--- src/rtl/mem_stage_sram.sv ---
// MEM pipeline stage: issues loads/stores on a req/addr_ok/data_ok data-SRAM bus and hands results to WB.
// Optional macro MEM_DATA_OK_FASTPATH_EN lets a data_ok cycle complete the instruction without a DONE cycle.
module mem_stage_sram #(
   parameter int EX_TO_MEM_BUS_WD = 113,
   parameter int MEM_TO_WB_BUS_WD = 111,
   parameter int MEM_TO_BY_BUS_WD = 39
) (
   input  logic                        clk,
   input  logic                        reset,
   input  logic                        EX_to_MEM_valid,
   input  logic [EX_TO_MEM_BUS_WD-1:0] EX_to_MEM_bus,
   output logic                        MEM_allow_in,
   output logic                        MEM_to_WB_valid,
   output logic [MEM_TO_WB_BUS_WD-1:0] MEM_to_WB_bus,
   input  logic                        WB_allow_in,
   output logic [MEM_TO_BY_BUS_WD-1:0] MEM_to_BY_bus,
   output logic                        data_sram_req,
   output logic                        data_sram_wr,
   output logic [3:0]                  data_sram_wstrb,
   output logic [31:0]                 data_sram_addr,
   output logic [31:0]                 data_sram_wdata,
   input  logic                        data_sram_addr_ok,
   input  logic                        data_sram_data_ok,
   input  logic [31:0]                 data_sram_rdata
);

   localparam logic [1:0] IDLE = 2'd0;
   localparam logic [1:0] REQ  = 2'd1;
   localparam logic [1:0] WAIT = 2'd2;
   localparam logic [1:0] DONE = 2'd3;

   logic                        mem_valid;
   logic [EX_TO_MEM_BUS_WD-1:0] mem_reg;
   logic [31:0]                 rdata_reg;
   logic [1:0]                  state;
   logic [1:0]                  state_next;

   logic [2:0]  stage;
   logic        sel_rf_w_en;
   logic        sel_rf_w_data;
   logic        sel_data_ram_wd;
   logic [3:0]  data_ram_b_en;
   logic        mem_re;
   logic        mem_we;
   logic [31:0] store_data;
   logic [4:0]  rf_w_addr;
   logic [31:0] alu_result;
   logic [31:0] inst_pc;

   logic        is_mem_op;
   logic        in_is_mem_op;
   logic        data_done;
   logic        ready_go;
   logic        accept;
   logic        leaving;
   logic [31:0] rdata_now;
   logic [31:0] wb_rdata;
   logic [31:0] fwd_data;
   logic        fwd_valid;

   assign stage           = mem_reg[112:110];
   assign sel_rf_w_en     = mem_reg[109];
   assign sel_rf_w_data   = mem_reg[108];
   assign sel_data_ram_wd = mem_reg[107];
   assign data_ram_b_en   = mem_reg[106:103];
   assign mem_re          = mem_reg[102];
   assign mem_we          = mem_reg[101];
   assign store_data      = mem_reg[100:69];
   assign rf_w_addr       = mem_reg[68:64];
   assign alu_result      = mem_reg[63:32];
   assign inst_pc         = mem_reg[31:0];

   assign is_mem_op    = mem_re | mem_we;
   assign in_is_mem_op = EX_to_MEM_bus[102] | EX_to_MEM_bus[101];

   // data_ok only counts once the request has been accepted; stray responses are ignored.
   assign data_done = ((state == WAIT) & data_sram_data_ok) |
                      ((state == REQ) & data_sram_addr_ok & data_sram_data_ok);

`ifdef MEM_DATA_OK_FASTPATH_EN
   assign ready_go  = ~is_mem_op | (state == DONE) | data_done;
   assign rdata_now = data_done ? data_sram_rdata : rdata_reg;
`else
   assign ready_go  = ~is_mem_op | (state == DONE);
   assign rdata_now = rdata_reg;
`endif

   assign MEM_allow_in    = ~mem_valid | (ready_go & WB_allow_in);
   assign MEM_to_WB_valid = mem_valid & ready_go;
   assign accept          = EX_to_MEM_valid & MEM_allow_in;
   assign leaving         = mem_valid & ready_go & WB_allow_in;

   // A newly accepted instruction always restarts the FSM, even straight out of DONE.
   always_comb begin
      state_next = state;
      if (accept) begin
         state_next = in_is_mem_op ? REQ : IDLE;
      end else if (leaving) begin
         state_next = IDLE;
      end else begin
         case (state)
            REQ: begin
               if (data_sram_addr_ok) begin
                  state_next = data_sram_data_ok ? DONE : WAIT;
               end
            end
            WAIT: begin
               if (data_sram_data_ok) begin
                  state_next = DONE;
               end
            end
            default: state_next = state;
         endcase
      end
   end

   always_ff @(posedge clk) begin
      if (reset) begin
         mem_valid <= 1'b0;
         mem_reg   <= '0;
         rdata_reg <= '0;
         state     <= IDLE;
      end else begin
         if (MEM_allow_in) begin
            mem_valid <= EX_to_MEM_valid;
         end
         if (accept) begin
            mem_reg <= EX_to_MEM_bus;
         end
         if (data_done & mem_re) begin
            rdata_reg <= data_sram_rdata;
         end
         state <= state_next;
      end
   end

   // Request fields come straight from mem_reg, which cannot change while a request is pending.
   assign data_sram_req   = (state == REQ);
   assign data_sram_wr    = mem_we;
   assign data_sram_wstrb = mem_we ? data_ram_b_en : 4'b0000;
   assign data_sram_addr  = alu_result;
   assign data_sram_wdata = store_data;

   assign wb_rdata = mem_re ? rdata_now : 32'h0;

   assign MEM_to_WB_bus = {stage, sel_rf_w_en, sel_rf_w_data, sel_data_ram_wd, data_ram_b_en,
                           wb_rdata, rf_w_addr, alu_result, inst_pc};

   assign fwd_valid = mem_valid & ready_go & (stage[0] | stage[1]);
   assign fwd_data  = sel_rf_w_data ? rdata_now : alu_result;

   assign MEM_to_BY_bus = {rf_w_addr, fwd_data, fwd_valid, sel_rf_w_en};

endmodule

--- config.mk ---
export PLATFORM = sky130hd
export DESIGN_NAME = mem_stage_sram
export DESIGN_NICKNAME = d
export VERILOG_FILES = /design/src/rtl/mem_stage_sram.sv
export SDC_FILE = /design/constraint.sdc
export NUM_CORES = 1
export LEC_CHECK = 0
export ABC_AREA = 0
export BUFFER_PORTS_ARGS = -buffer_cell sky130_fd_sc_hd__buf_2
export CAP_MARGIN = 20
export CORE_AREA = 8 8 138 140
export DETAILED_ROUTE_END_ITERATION = 12
export DIE_AREA = 0 0 146 148
export PLACE_DENSITY = 0.81
export SKIP_CTS_REPAIR_TIMING = 1
export SLEW_MARGIN = 20
export SYNTH_ARGS = -nofsm -noshare
export SYNTH_HDL_FRONTEND = slang
export SYNTH_SLANG_ARGS = --single-unit
--- constraint.sdc ---
create_clock -name clk -period 1.75 [get_ports clk]
set_input_delay 0 -clock clk [delete_from_list [all_inputs] [get_ports clk]]
set_output_delay 0 -clock clk [all_outputs]
set_load 0.01 [all_outputs]
==> summary.txt <==
Job
  – Max-cap violations: 0

Finish
  – Final nets: 1378
  – Post-route non-filler standard cell count: 1464
  – Ratio of cells with drive above 1 in the final layout: 36.35%
  – Max reg flops: 113
  – Util after Layout: 59.16%
  – Area growth from synthesis to layout: 42.90%

Hold path
  – Hold Path Class: input pin to flip-flop

CTS
  – CTS buffer count: 17
  – CTS root buf: clkbuf_16
  – Clock Sinks: 148
  – Worst skew pair latency: 410 ps
  – Clock transition at path regs: 50 ps
  – H-tree depth: 4
  – CTS max path bufs: 2
  – CTS tree: built

Floorplan
  – Die area: 21610 sq um
  – Die height: 148 um
  – Initial Utilization: 41.40%
  – Num rows: 48
  – Ports: 373
  – Die width: 146 um
  – Area of the core: 16940 sq um

Critical path
  – Worst path max stage delay: 560 ps
  – Slowest cell on crit path: dlygate4sd3_1
  – Worst EP arrival: 2020 ps
  – Critical Path RT: 2090 ps
  – CP Class: flip-flop to flip-flop
  – WP buf/inv: 1
  – Crit path capture type: flip-flop
  – CP delay by family, top: buffers and inverters
  – Crit start category: flip-flop
  – Critical-path cell list: o2bb2ai_4, a31o_2, nor3_1, dlygate4sd3_1
  – Crit-path max FO: 7

Placed design
  – Buffers on Ports: 372
  – Placed cells: 1283
  – Detailed placer's ending HPWL: 15570 um
  – GPL Wtd Cong: 0.7767

STA
  – Worst slew pin tran: 380.2 ps
  – Final worst-path cycle share: 95.96%
  – Slew Limit Headroom: 74.60%
  – Final Max Tran Viols: 0
  – Final Hold Vio Count: 0
  – Final Critical Period: 1679 ps
  – Fmax: 595.5 MHz
  – Clock skew: 11.33 ps
  – Setup Total Neg Slack: 0 ps
  – Setup violators final: 0

Synthesis
  – Post-synth EDFFs: 0
  – Leading area contributor after synthesis: dfxtp_1
  – Top-area cell type share of the netlist area: 42.26%
  – Sequential-to-total area share from yosys stat: 42.26%
  – Most used DFF post-synth: dfxtp_1
  – Synth top area cells: dfxtp_1, buf_4, nand2_1, a21oi_1, mux2_2
  – FFs w/ async S/R, synth: 0%
  – Mean Syn Cell Area: 7.968 sq um
  – Cell with the most instances after synthesis: nand2_1
  – Synth Warn #: 0
  – Synth unique cells: 23
  – Synthesized flop and latch total: 148
  – Synthesized Nets: 1031
  – Mapped Cells: 880
  – Synthesized area: 7012 sq um
  – Top cells by count, synth: nand2_1, buf_4, dfxtp_1

Pwr
  – Tot Pwr: 9.214 mW
  – Net Sw Frac: 26.43%
  – Sequential share of power: 40.3%
  – Int Pwr: 6.779 mW
  – Comb pwr share: 17.8%
  – Clk pwr share: 41.8%
  – Ratio of total power to cell area: 919.6 nW/um^2
  – Psw: 2.435 mW
  – Worst ir drop on vdd: 0.6208 mV
  – Leak Pwr: 4.881 nW

Routing
  – Total number of vias: 6984
  – Metal-1 WL: 9074 um
  – Wire length on met3: 2291 um
  – Average routed wire per standard cell: 16.75 um
  – Routed Antenna Nets: 0
  – 1st-pass router iterations: 5
  – Final WL: 24520 um
  – Via-to-Cell Ratio: 4.770
  – DRC errors left: 0
  – Met2 WL post-DR: 12690 um
  – Highest metal used: met5
  – DRT iter0 DRCs: 404

Global routing
  – Largest net degree at the start of global routing: 74
  – First-pass GRT wire length: 31880 um
  – Remaining global-route overflow: 0
  – Vias in the first global route: 5986
  – Total Routing Usage GR: 18.17%
  – Initial antenna violation count: 2

Run status
  – Status: finished clean
[worst min-delay path: cells and delay by family]
| kind | cells | cell delay, ps |
|---|---|---|
| and+or+nand+nor | 1 | 120 |
| AOI/OAI and AO/OA | 1 | 90 |
| buffers and inverters | 1 | 140 |
[through the flow]
step | area (sq um) | hold WS [ps] | worst slack (ps)
detailed placement | 7899 | 244.9 | 239.9
floorplan | 7012 | 117.4 | 409.2
finish | 10020 | 3.008 | 70.62
global placement | 7899 | 236.7 | 290.8
global route | 10020 | 13.53 | -14.97
CTS | 8516 | -200.2 | 120.8
[placed cells by master (no fill, tap or decap)]
master and count:
a211oi_1 1, a21o_4 1, a21oi_1 147, a21oi_4 1, a31o_2 1, and2_1 38, and2b_1 1, and3b_1 2
buf_12 8, buf_2 371, buf_4 4, bufinv_16 4, clkbuf_16 17, clkbuf_8 1, clkinv_2 3, clkinv_4 1
clkinvlp_4 1, dfxtp_1 148, diode_2 1, dlygate4sd3_1 150, inv_6 3, mux2_2 32, nand2_1 292, nor2_1 2
nor2b_1 2, nor3_1 2, o211a_1 1, o211ai_4 1, o21a_1 1, o22a_1 1, o2bb2ai_4 1
[cell type report]
| cell class | count | area [sq um] |
|---|---|---|
| flip-flops and latches | 148 | 2963 |
| multi-input cells | 527 | 2608 |
| fillers | 1379 | 6917 |
| well taps | 225 | 281.5 |
| diodes | 1 | 2.502 |
| repair buffers | 533 | 3548 |
| clock inverters | 12 | 177.7 |
| clock buffers | 18 | 439.2 |
[worst paths after layout]
path                     start      endpoint  slack [ps]  depth (start not counted)
max               mem_reg[101]      state[1]          70                          4
min          data_sram_data_ok      state[0]           3                          3
max reg2reg       mem_reg[101]      state[1]          70                          4
min reg2reg       mem_reg[112]  mem_reg[112]         450                          2
[power groups by stage]
stage | clock [mW] | combinational [mW] | sequential [mW]
floorplan | 0 | 1.07 | 3.74
global placement | 0 | 1.32 | 3.77
detailed placement | 0 | 1.34 | 3.78
CTS | 3.94 | 1.34 | 3.71
global route | 4.08 | 1.77 | 3.74
finish | 3.86 | 1.64 | 3.72
[routing by layer]
layer	global-route usage [%]	vias to the layer above
li1	-	3361
met1	18.60	3253
met2	32.65	329
met3	8.407	39
met4	5.307	2
met5	0	-
[kinds of logic (layout without fill, tap and decap cells)]
logic type / after synthesis / in the layout / synth area share [%]
AND/OR/NAND/NOR: 339 / 339 / 19.81
buffers and inverters: 205 / 563 / 20.66
AO/OA/AOI/OAI: 156 / 156 / 12.13
flip-flops: 148 / 148 / 42.26
multiplexers: 32 / 32 / 5.139
other: 0 / 1 / 0
(Power assumes the default switching activity.)
